`config.mk`:
```
export PLATFORM = sky130hd
export DESIGN_NAME = lives_controller
export DESIGN_NICKNAME = d
export VERILOG_FILES = /design/src/rtl/lives_pkg.sv /design/src/rtl/lives_controller_frame_timer.sv /design/src/rtl/lives_controller.sv
export SDC_FILE = /design/constraint.sdc
export NUM_CORES = 1
export LEC_CHECK = 0
export ABC_AREA = 1
export CORE_ASPECT_RATIO = 1.1
export CORE_MARGIN = 4
export CORE_UTILIZATION = 45
export DETAILED_ROUTE_END_ITERATION = 12
export HOLD_SLACK_MARGIN = 0.05
export PLACE_DENSITY = 0.65
export SLEW_MARGIN = 20
export SYNTH_ARGS = -nofsm -noshare
export SYNTH_HDL_FRONTEND = slang
export SYNTH_HIERARCHICAL = 1
export SYNTH_SLANG_ARGS = --single-unit
```
`constraint.sdc`:
```
create_clock -name clk -period 3 [get_ports clk]
set_clock_uncertainty 0.05 [all_clocks]
set_input_delay 0.6 -clock clk [delete_from_list [all_inputs] [get_ports clk]]
set_output_delay 0.6 -clock clk [all_outputs]
set_load 0.02 [all_outputs]
```
`src/rtl/lives_pkg.sv`:
```
`default_nettype none
// ============================================================================
//  Module   : lives_pkg
//  Brief    : Shared types and helpers for the lives / respawn controller.
//  Revision : 1.0 - initial release
// ============================================================================
package lives_pkg;

    localparam int LIVES_W = 2;

    typedef enum logic [2:0] {
        ST_IDLE     = 3'd0,
        ST_ALIVE    = 3'd1,
        ST_DYING    = 3'd2,
        ST_INVULN   = 3'd3,
        ST_GAMEOVER = 3'd4
    } ctrl_state_t;

    // Counter must be able to hold the longest of the two sequence lengths.
    function automatic int frame_cnt_width(input int death_frames, input int invuln_frames);
        int longest;
        longest = (death_frames > invuln_frames) ? death_frames : invuln_frames;
        return $clog2(longest + 1);
    endfunction

endpackage
`default_nettype wire

```
`src/rtl/lives_controller_frame_timer.sv`:
```
`default_nettype none
// ============================================================================
//  Module   : frame_timer
//  Brief    : Counts frame ticks up to a terminal value and pulses done on the
//             terminal tick; synchronous clear and hold (pause).
//  Revision : 1.0 - initial release
// ============================================================================
module frame_timer #(
    parameter int CNT_W = 7
) (
    input  logic             clk,
    input  logic             resetN,
    input  logic             clear,
    input  logic             hold,
    input  logic             tick,
    input  logic [CNT_W-1:0] terminal,
    output logic             done
);

    logic [CNT_W-1:0] r_count;
    logic             w_last;
    logic             w_adv;

    assign w_last = (r_count == terminal - CNT_W'(1));
    assign w_adv  = tick & ~hold;
    // Combinational so the controller reacts on the very edge that sees the last tick.
    assign done   = w_adv & w_last;

    always_ff @(posedge clk or negedge resetN) begin
        if (!resetN) begin
            r_count <= '0;
        end else if (clear) begin
            r_count <= '0;
        end else if (w_adv) begin
            r_count <= w_last ? '0 : r_count + CNT_W'(1);
        end
    end

endmodule
`default_nettype wire

```
`src/rtl/lives_controller.sv`:
```
`default_nettype none
// ============================================================================
//  Module   : lives_controller
//  Brief    : Life count and death / respawn sequencing; drives the lives icon
//             bitmap and the ship datapath. Optional extra lives are compiled
//             in with LIVES_CTRL_EXTRA_LIFE_EN.
//  Revision : 1.0 - initial release
// ============================================================================
module lives_controller
    import lives_pkg::*;
#(
    parameter int INIT_LIVES        = 3,
    parameter int MAX_LIVES         = 3,
    parameter int DEATH_FRAMES      = 60,
    parameter int INVULN_FRAMES     = 120,
    parameter int BLINK_HALF_FRAMES = 8
) (
    input  logic               clk,
    input  logic               resetN,
    input  logic               startOfFrame,
    input  logic               newGame,
    input  logic               playerHit,
    input  logic               extraLife,
    input  logic               pause,
    output logic [LIVES_W-1:0] livesDisplay,
    output logic [LIVES_W-1:0] lives,
    output logic               playerEnable,
    output logic               invulnerable,
    output logic               shipBlinkOn,
    output logic               gameOver,
    output logic               lifeLostPulse
);

    localparam int CNT_W = frame_cnt_width(DEATH_FRAMES, INVULN_FRAMES);

    localparam logic [CNT_W-1:0]   c_death  = CNT_W'(DEATH_FRAMES);
    localparam logic [CNT_W-1:0]   c_invuln = CNT_W'(INVULN_FRAMES);
    localparam logic [CNT_W-1:0]   c_blink  = CNT_W'(BLINK_HALF_FRAMES);
    localparam logic [LIVES_W-1:0] c_init   = LIVES_W'(INIT_LIVES);
    localparam logic [LIVES_W-1:0] c_max    = LIVES_W'(MAX_LIVES);
    localparam logic [LIVES_W-1:0] c_full   = '1;

    ctrl_state_t        r_state;
    ctrl_state_t        w_state_nxt;
    logic               r_phase;
    logic               w_phase_nxt;
    logic [LIVES_W-1:0] w_lives_nxt;
    logic [LIVES_W-1:0] w_lives_inc;
    logic               w_lost_nxt;
    logic               w_hit;
    logic               w_xl;
    logic               w_counting;
    logic               w_timer_clear;
    logic               w_phase_done;
    logic               w_blink_done;
    logic [CNT_W-1:0]   w_phase_term;

    logic [LIVES_W-1:0] w_disp_nxt;
    logic               w_enable_nxt;
    logic               w_invuln_nxt;
    logic               w_blink_nxt;
    logic               w_over_nxt;

`ifdef LIVES_CTRL_EXTRA_LIFE_EN
    assign w_xl = extraLife;
`else
    logic w_unused_extra;
    assign w_xl           = 1'b0;
    assign w_unused_extra = extraLife;
`endif

    assign w_hit        = playerHit & ~pause;
    assign w_lives_inc  = (lives >= c_max) ? c_max : lives + LIVES_W'(1);
    assign w_counting   = (r_state == ST_DYING) || (r_state == ST_INVULN);
    assign w_phase_term = (r_state == ST_INVULN) ? c_invuln : c_death;
    // Both timers restart on every state change so each sequence starts from frame 0.
    assign w_timer_clear = newGame | ~w_counting | (w_state_nxt != r_state);

    frame_timer #(.CNT_W(CNT_W)) u_phase_timer (
        .clk      (clk),
        .resetN   (resetN),
        .clear    (w_timer_clear),
        .hold     (pause),
        .tick     (startOfFrame),
        .terminal (w_phase_term),
        .done     (w_phase_done)
    );

    frame_timer #(.CNT_W(CNT_W)) u_blink_timer (
        .clk      (clk),
        .resetN   (resetN),
        .clear    (w_timer_clear),
        .hold     (pause),
        .tick     (startOfFrame),
        .terminal (c_blink),
        .done     (w_blink_done)
    );

    always_comb begin
        w_state_nxt = r_state;
        w_lives_nxt = lives;
        w_lost_nxt  = 1'b0;
        if (newGame) begin
            w_state_nxt = ST_ALIVE;
            w_lives_nxt = c_init;
        end else begin
            case (r_state)
                ST_ALIVE: begin
                    if (w_hit) begin
                        w_lost_nxt = 1'b1;
                        if (w_xl) begin
                            w_state_nxt = ST_DYING;
                        end else if (lives == LIVES_W'(1)) begin
                            w_state_nxt = ST_GAMEOVER;
                            w_lives_nxt = '0;
                        end else begin
                            w_state_nxt = ST_DYING;
                            w_lives_nxt = lives - LIVES_W'(1);
                        end
                    end else if (w_xl) begin
                        w_lives_nxt = w_lives_inc;
                    end
                end
                ST_DYING: begin
                    if (w_xl) w_lives_nxt = w_lives_inc;
                    if (w_phase_done) w_state_nxt = ST_INVULN;
                end
                ST_INVULN: begin
                    if (w_xl) w_lives_nxt = w_lives_inc;
                    if (w_phase_done) w_state_nxt = ST_ALIVE;
                end
                default: ;
            endcase
        end
    end

    always_comb begin
        w_phase_nxt = r_phase;
        if (w_timer_clear) begin
            w_phase_nxt = 1'b0;
        end else if (w_blink_done) begin
            w_phase_nxt = ~r_phase;
        end
    end

    // Output decode from next-state values so every output comes straight off a flop.
    always_comb begin
        w_disp_nxt   = w_lives_nxt;
        w_enable_nxt = 1'b0;
        w_invuln_nxt = 1'b0;
        w_blink_nxt  = 1'b1;
        w_over_nxt   = 1'b0;
        case (w_state_nxt)
            ST_ALIVE: begin
                w_enable_nxt = 1'b1;
            end
            ST_DYING: begin
                if (!w_phase_nxt) begin
                    w_disp_nxt = (w_lives_nxt == c_full) ? c_full : w_lives_nxt + LIVES_W'(1);
                end
            end
            ST_INVULN: begin
                w_enable_nxt = 1'b1;
                w_invuln_nxt = 1'b1;
                w_blink_nxt  = w_phase_nxt;
            end
            ST_GAMEOVER: begin
                w_over_nxt = 1'b1;
            end
            default: ;
        endcase
    end

    always_ff @(posedge clk or negedge resetN) begin
        if (!resetN) begin
            r_state       <= ST_IDLE;
            r_phase       <= 1'b0;
            lives         <= c_init;
            livesDisplay  <= c_init;
            playerEnable  <= 1'b0;
            invulnerable  <= 1'b0;
            shipBlinkOn   <= 1'b1;
            gameOver      <= 1'b0;
            lifeLostPulse <= 1'b0;
        end else begin
            r_state       <= w_state_nxt;
            r_phase       <= w_phase_nxt;
            lives         <= w_lives_nxt;
            livesDisplay  <= w_disp_nxt;
            playerEnable  <= w_enable_nxt;
            invulnerable  <= w_invuln_nxt;
            shipBlinkOn   <= w_blink_nxt;
            gameOver      <= w_over_nxt;
            lifeLostPulse <= w_lost_nxt;
        end
    end

endmodule
`default_nettype wire

```
**Word level (Yosys, flattened, before mapping)**

Cells that the tools add are included.

- Bits of input ports: 7
- Register bits after elaboration: 27
- Logic and storage cells: 69

- Reductions and logical operators: 3
- Equal/unequal tests: 12
- Multiplexer cells: 29
- Bitwise operators: 9
- Add/sub/neg operators: 5

Operator list:

| kind | count |
|---|---|
| $mux W7 | 7 |
| $mux W3 | 5 |
| $add A7 B1 Y7 const B | 2 |
| $mux W2 | 7 |
| $eq A3 B2 Y1 const B | 4 |
| $mux W1 | 9 |
| $pmux W3 S3 | 1 |
| $eq A7 B3 Y1 const B | 1 |
| $eq A7 B7 Y1 | 1 |
| $sub A7 B1 Y7 const B | 1 |
| $eq A3 B1 Y1 const B | 2 |
| $and A1 B1 Y1 | 4 |
| $eq A3 B3 Y1 const B | 1 |
| $ne A3 B3 Y1 | 1 |
| $not A1 Y1 | 3 |
| $add A2 B1 Y2 const B | 1 |
| $eq A2 B1 Y1 const B | 1 |
| $eq A2 B2 Y1 const B | 1 |
| $or A1 B1 Y1 | 2 |
| $reduce_bool A2 Y1 | 1 |
| $reduce_or A2 Y1 | 1 |
| $sub A2 B1 Y2 const B | 1 |
| $logic_or A1 B1 Y1 | 1 |

**Logic depth before layout (Yosys ltp)**

- Depth in word-level cells: 13
- Depth in mapped cells: 23
- Gate-level depth less buffers: 23

**Hierarchy**

Netlist, hierarchy kept.

By module, submodules not included:

| module | cells an instance | area an instance (um^2) | seq. area each (um^2) | instances |
|---|---|---|---|---|
| frame_timer | 119 | 732.0 | 175.2 | 2 |
| lives_controller | 93 | 690.7 | 331.6 | 1 |

**Worst setup path before layout**

Ideal clock, no wire load.

- Kind: flip-flop to flip-flop
- Start point: reg r_state[2]
- End point: reg u_blink_timer.r_count[5]
- Arrival time: 2.405 ns
- Clock period less this slack: 2.521 ns
- Cell stages (with the launch flop): 23
- Path slack: 0.479 ns
- Path through: dfrtp_1 -> inv_1 -> nand2_2 -> nor2_1 -> inv_1 -> nor2_2 -> nand3_1 -> nand3_1 -> nand2_1 -> nand2_4 -> nor3_2 -> inv_1 -> nor2_1 -> nand2_1 -> nand2_1 -> nand2_1 -> nand2_1 -> nor2_1 -> inv_1 -> nor2_1 -> nand3_1 -> o21bai_1 -> nand2_1

- Longest elaborated chain between the ends: 11
- Elaborated cells between the ends (all ways): 19

Ends and longest elaborated chain:

| what | RTL line | text |
|---|---|---|
| start, declared | lives_controller.sv:43 | `ctrl_state_t r_state;` |
| start signal, assigned | lives_controller.sv:186 | `r_state <= w_state_nxt;` |
| $eq A3 B2 Y1 * | lives_controller.sv:75 | `assign w_phase_term = (r_state == ST_INVULN) ? c_invuln : c_death;` |
| $mux W7 * | lives_controller.sv:75 |  |
| via w_phase_term[6] | lives_controller.sv:56 | `logic [CNT_W-1:0] w_phase_term;` |
| $sub A7 B1 Y7 * | lives_controller_frame_timer.sv:24 | `assign w_last = (r_count == terminal - CNT_W'(1));` |
| $eq A7 B7 Y1 * | lives_controller_frame_timer.sv:24 |  |
| $and A1 B1 Y1 * | lives_controller_frame_timer.sv:27 | `assign done = w_adv & w_last;` |
| via w_phase_done | lives_controller.sv:54 | `logic w_phase_done;` |
| $mux W3, on equally long branches | lives_controller.sv:130, lives_controller.sv:126 |  |
| $pmux W3 S3 * | lives_controller.sv:107 | `case (r_state)` |
| $mux W3 * | lives_controller.sv:103 | `if (newGame) begin` |
| $ne A3 B3 Y1 * | lives_controller.sv:77 | `assign w_timer_clear = newGame \| ~w_counting \| (w_state_nxt != r_state);` |
| $or A1 B1 Y1 * | lives_controller.sv:77 |  |
| via w_timer_clear | lives_controller.sv:53 | `logic w_timer_clear;` |
| $mux W7 / $reduce_bool A2 Y1 (equally long branches) | - |  |
| end signal, assigned | lives_controller_frame_timer.sv:35 | `r_count <= w_last ? '0 : r_count + CNT_W'(1);` |
| end, declared | lives_controller_frame_timer.sv:20 | `logic [CNT_W-1:0] r_count;` |

Mark *: on every way through the listed nets, which the timed path passes. The rest lies on a longest branch.
A chain may end at the register's enable or synchronous reset.

**Final worst setup path**

Ends and elaborated chain as after synthesis.

==> impl_metrics.toml <==
[synth]
syn_area_um2 = 2150
avgSynthCellArea_um2 = 6.51
async_flop_share = 1.00
syn_inst = 331
seq_area_frac_synth = 0.316
synth.area.top_cells = "dfrtp_1, nand2_1, inv_1"
synth_seq_cells = 27
synthFlopType = "dfrtp_1"
yosysTopAreaCell = "dfrtp_1"
synth_common_cells = "nand2_1, inv_1, nor2_1"
ys_types = 27
synth-edff-count = 0
yosys_warnings = 6
synth_top_area_share = 0.256
yosysMostFrequentCell = "nand2_1"

[cells_and_area]
syn2layout_area_growth_pct = 23.1
seq_area_um2 = 682
nets = 409
multi_input_area_um2 = 1400
final_core_util = 0.570
diodes = 0
drive_gt1_frac = 0.159
fillCellCount = 483

[worst_setup_path]
critPathTopFamily = "simple AND/OR/NAND/NOR gates"
crit_type = "flop to flop"
timing.rr.end = "u_blink_timer/r_count[5]$_DFFE_PN0P_"
crit_path_frequent_cell = "nand2_1"
rrSetupSlack_ns = 0.38
r2r-start = "r_state[2]$_DFF_PN0_"
start_kind = "flop"
cp.arrival_ns = 2.73
worstRegToRegCells = 25
critPathCaptureType = "flop"
path_buf_inv = 7
cp_slowest_cell = "dfrtp_1"
cp_max_fo = 7
required_ns = 3.11
critPathMaxStageDelay_ns = 0.38

[detailed_routing]
routed_via_density = 4.55
ant_nets = 0
num_vias = 2055
routedWlPerCell_um = 9.65
post-route-drc-count = 0
drt_wl_total_um = 4360
drtPass1Iterations = 5
first_iter_violations = 64

[clock_tree]
cts_hold_buf = 0
cts-root-buf = "clkbuf_8"
cts_buffer_depth = 2
cts_made_buffers = 3
clock_latency_ns = 0.27
cts.clk_slew.worst_paths_ns = 0.09
cts_tree = "yes"
clock_sinks = 27
htreeDepth = 1

[global_routing]
grt_pass1_wl_um = 7910
grt_max_degree = 16
globalRouteOverflowTotal = 0
grt_pass1_vias = 1875
grt_use_total = 0.166
antenna_found_initial = 0

[floorplanning]
die_h_um = 80.6
dieWidth_um = 74.0
fp.dieArea_um2 = 5960
io-pin-count = 16
rows = 26
initial_utilization = 0.463
fp.coreArea_um2 = 4650

[sta]
drv_slew = 0
setup_violations = 0
setup_tns_ns = 0
period_needed_ns = 2.62
worst_slew_pin_slew_ns = 0.559
rsz0062_at_grt = "false"
fin_crit_sh = 0.874
hold_viol_final = 0
max_freq_ghz = 0.381
slew_headroom = 0.626

[worst_hold_path]
min_path_type = "flop to flop"
hold_end = "u_phase_timer/r_count[3]$_DFFE_PN0P_"
hold_depth = 2
hp-start = "u_phase_timer/r_count[3]$_DFFE_PN0P_"

[power_and_ir_drop]
p_leak_nw = 1.43
ir_drop_v = 0.000296
powerDensity_nw_per_um2 = 324

[flow_run]
drv_cap = 0

[place]
dp_hpwl_um = 3480
portBuffers = 14
gp_congestion = 0.848

[outcome]
outcome = "completed"
[state kept, by name, summed over array words and instances, names as in the netlist, 2 cells and up]
register and flops:
r_state 3, u_blink_timer/r_count 7, livesDisplay 2, u_phase_timer/r_count 7, lives 2
[cells by family (layout without fill, tap and decap cells)]
family                     Yosys count  count (layout)  share of synthesized area
buffers and inverters               53              86                     0.0923
and+or+nand+nor                    214             214                      0.463
AOI/OAI and AO/OA                   25              25                     0.0755
other                                2              34                    0.00349
xor gates and xnor gates             5               5                     0.0203
adders and majority gates            5               5                     0.0290
DFF                                 27              27                      0.316
[worst max path at each step]
stage / startpoint / to / slack, ns / depth (start not counted)
6_report: r_state[2]$_DFF_PN0_ / u_blink_timer/r_count[5]$_DFFE_PN0P_ / 0.38 / 25
5_1_grt: r_state[2]$_DFF_PN0_ / u_blink_timer/r_count[2]$_DFFE_PN0P_ / 0.06 / 25
4_1_cts: r_state[2]$_DFF_PN0_ / u_blink_timer/r_count[3]$_DFFE_PN0P_ / 0.27 / 24
3_5_place_dp: r_state[2]$_DFF_PN0_ / u_blink_timer/r_count[3]$_DFFE_PN0P_ / 0.30 / 24
3_3_place_gp: r_state[2]$_DFF_PN0_ / u_blink_timer/r_count[3]$_DFFE_PN0P_ / 0.32 / 24
2_1_floorplan: r_state[2]$_DFF_PN0_ / u_blink_timer/r_count[5]$_DFFE_PN0P_ / 0.48 / 22
[per-layer routing]
metal,global-route usage,vias up,wire [µm]
li1,-,1120,-
met4,0.0562,0,59
met2,0.286,18,2120
met5,0,-,0
met3,0.0225,7,94
met1,0.210,910,2090
[worst min-delay path: cells and delay by family, from the launching register on]
| family | cells | cell delay [ns] |
|---|---|---|
| and+or+nand+nor | 2 | 0.13 |
| DFF | 1 | 0.40 |
[report_power, final]
| group | total (W) | internal (W) | switching [W] |
|---|---|---|---|
| Clock | 0.000202 | 0.0000951 | 0.000107 |
| Combinational | 0.000260 | 0.0000994 | 0.000160 |
| Sequential | 0.000398 | 0.000388 | 0.00000975 |
| Total | 0.000860 | 0.000583 | 0.000277 |
[per-stage QoR]
stage	hold slack (ns)	setup WS [ns]	total power, W	area, µm²	instances
after floorplan	0.254	0.479	0.000570	2270	363
after global placement	0.473	0.318	0.000648	2560	443
after detailed placement	0.475	0.295	0.000651	2560	443
after CTS	0.500	0.265	0.000859	2610	447
after global routing	0.544	0.0591	0.000922	2650	452
final	0.500	0.378	0.000860	2650	452
[cells in the final DEF, fill, tap and decap left out, drive strengths merged]
cell type and instances:
nand2 128, inv 49, nor2 42, conb 34, nand3 34, dfrtp 22
buf 15, clkdlybuf4s50 14, o21bai 14, nand3b 6, a21oi 5, ha 5
dfstp 5, o21ai 5, clkinv 4, clkbuf 4, xor2 3, nor3 3
xnor2 2, nand4 1, o211ai 1
[timing repair]
item | 4_1_cts | 5_1_grt
endpoints found under the setup margin | 0 | 14
buffers inserted | 0 | 5
gates resized for setup | 0 | 3
[area by class of cell]
type | instances | area share
Timing Repair Buffer | 29 | 0.0953
Inverter | 53 | 0.0750
Sequential cell | 27 | 0.257
Tap cell | 56 | 0.0264
Clock buffer | 4 | 0.0170
Multi-Input combinational cell | 283 | 0.529
Power figures use the tool's default switching activity.
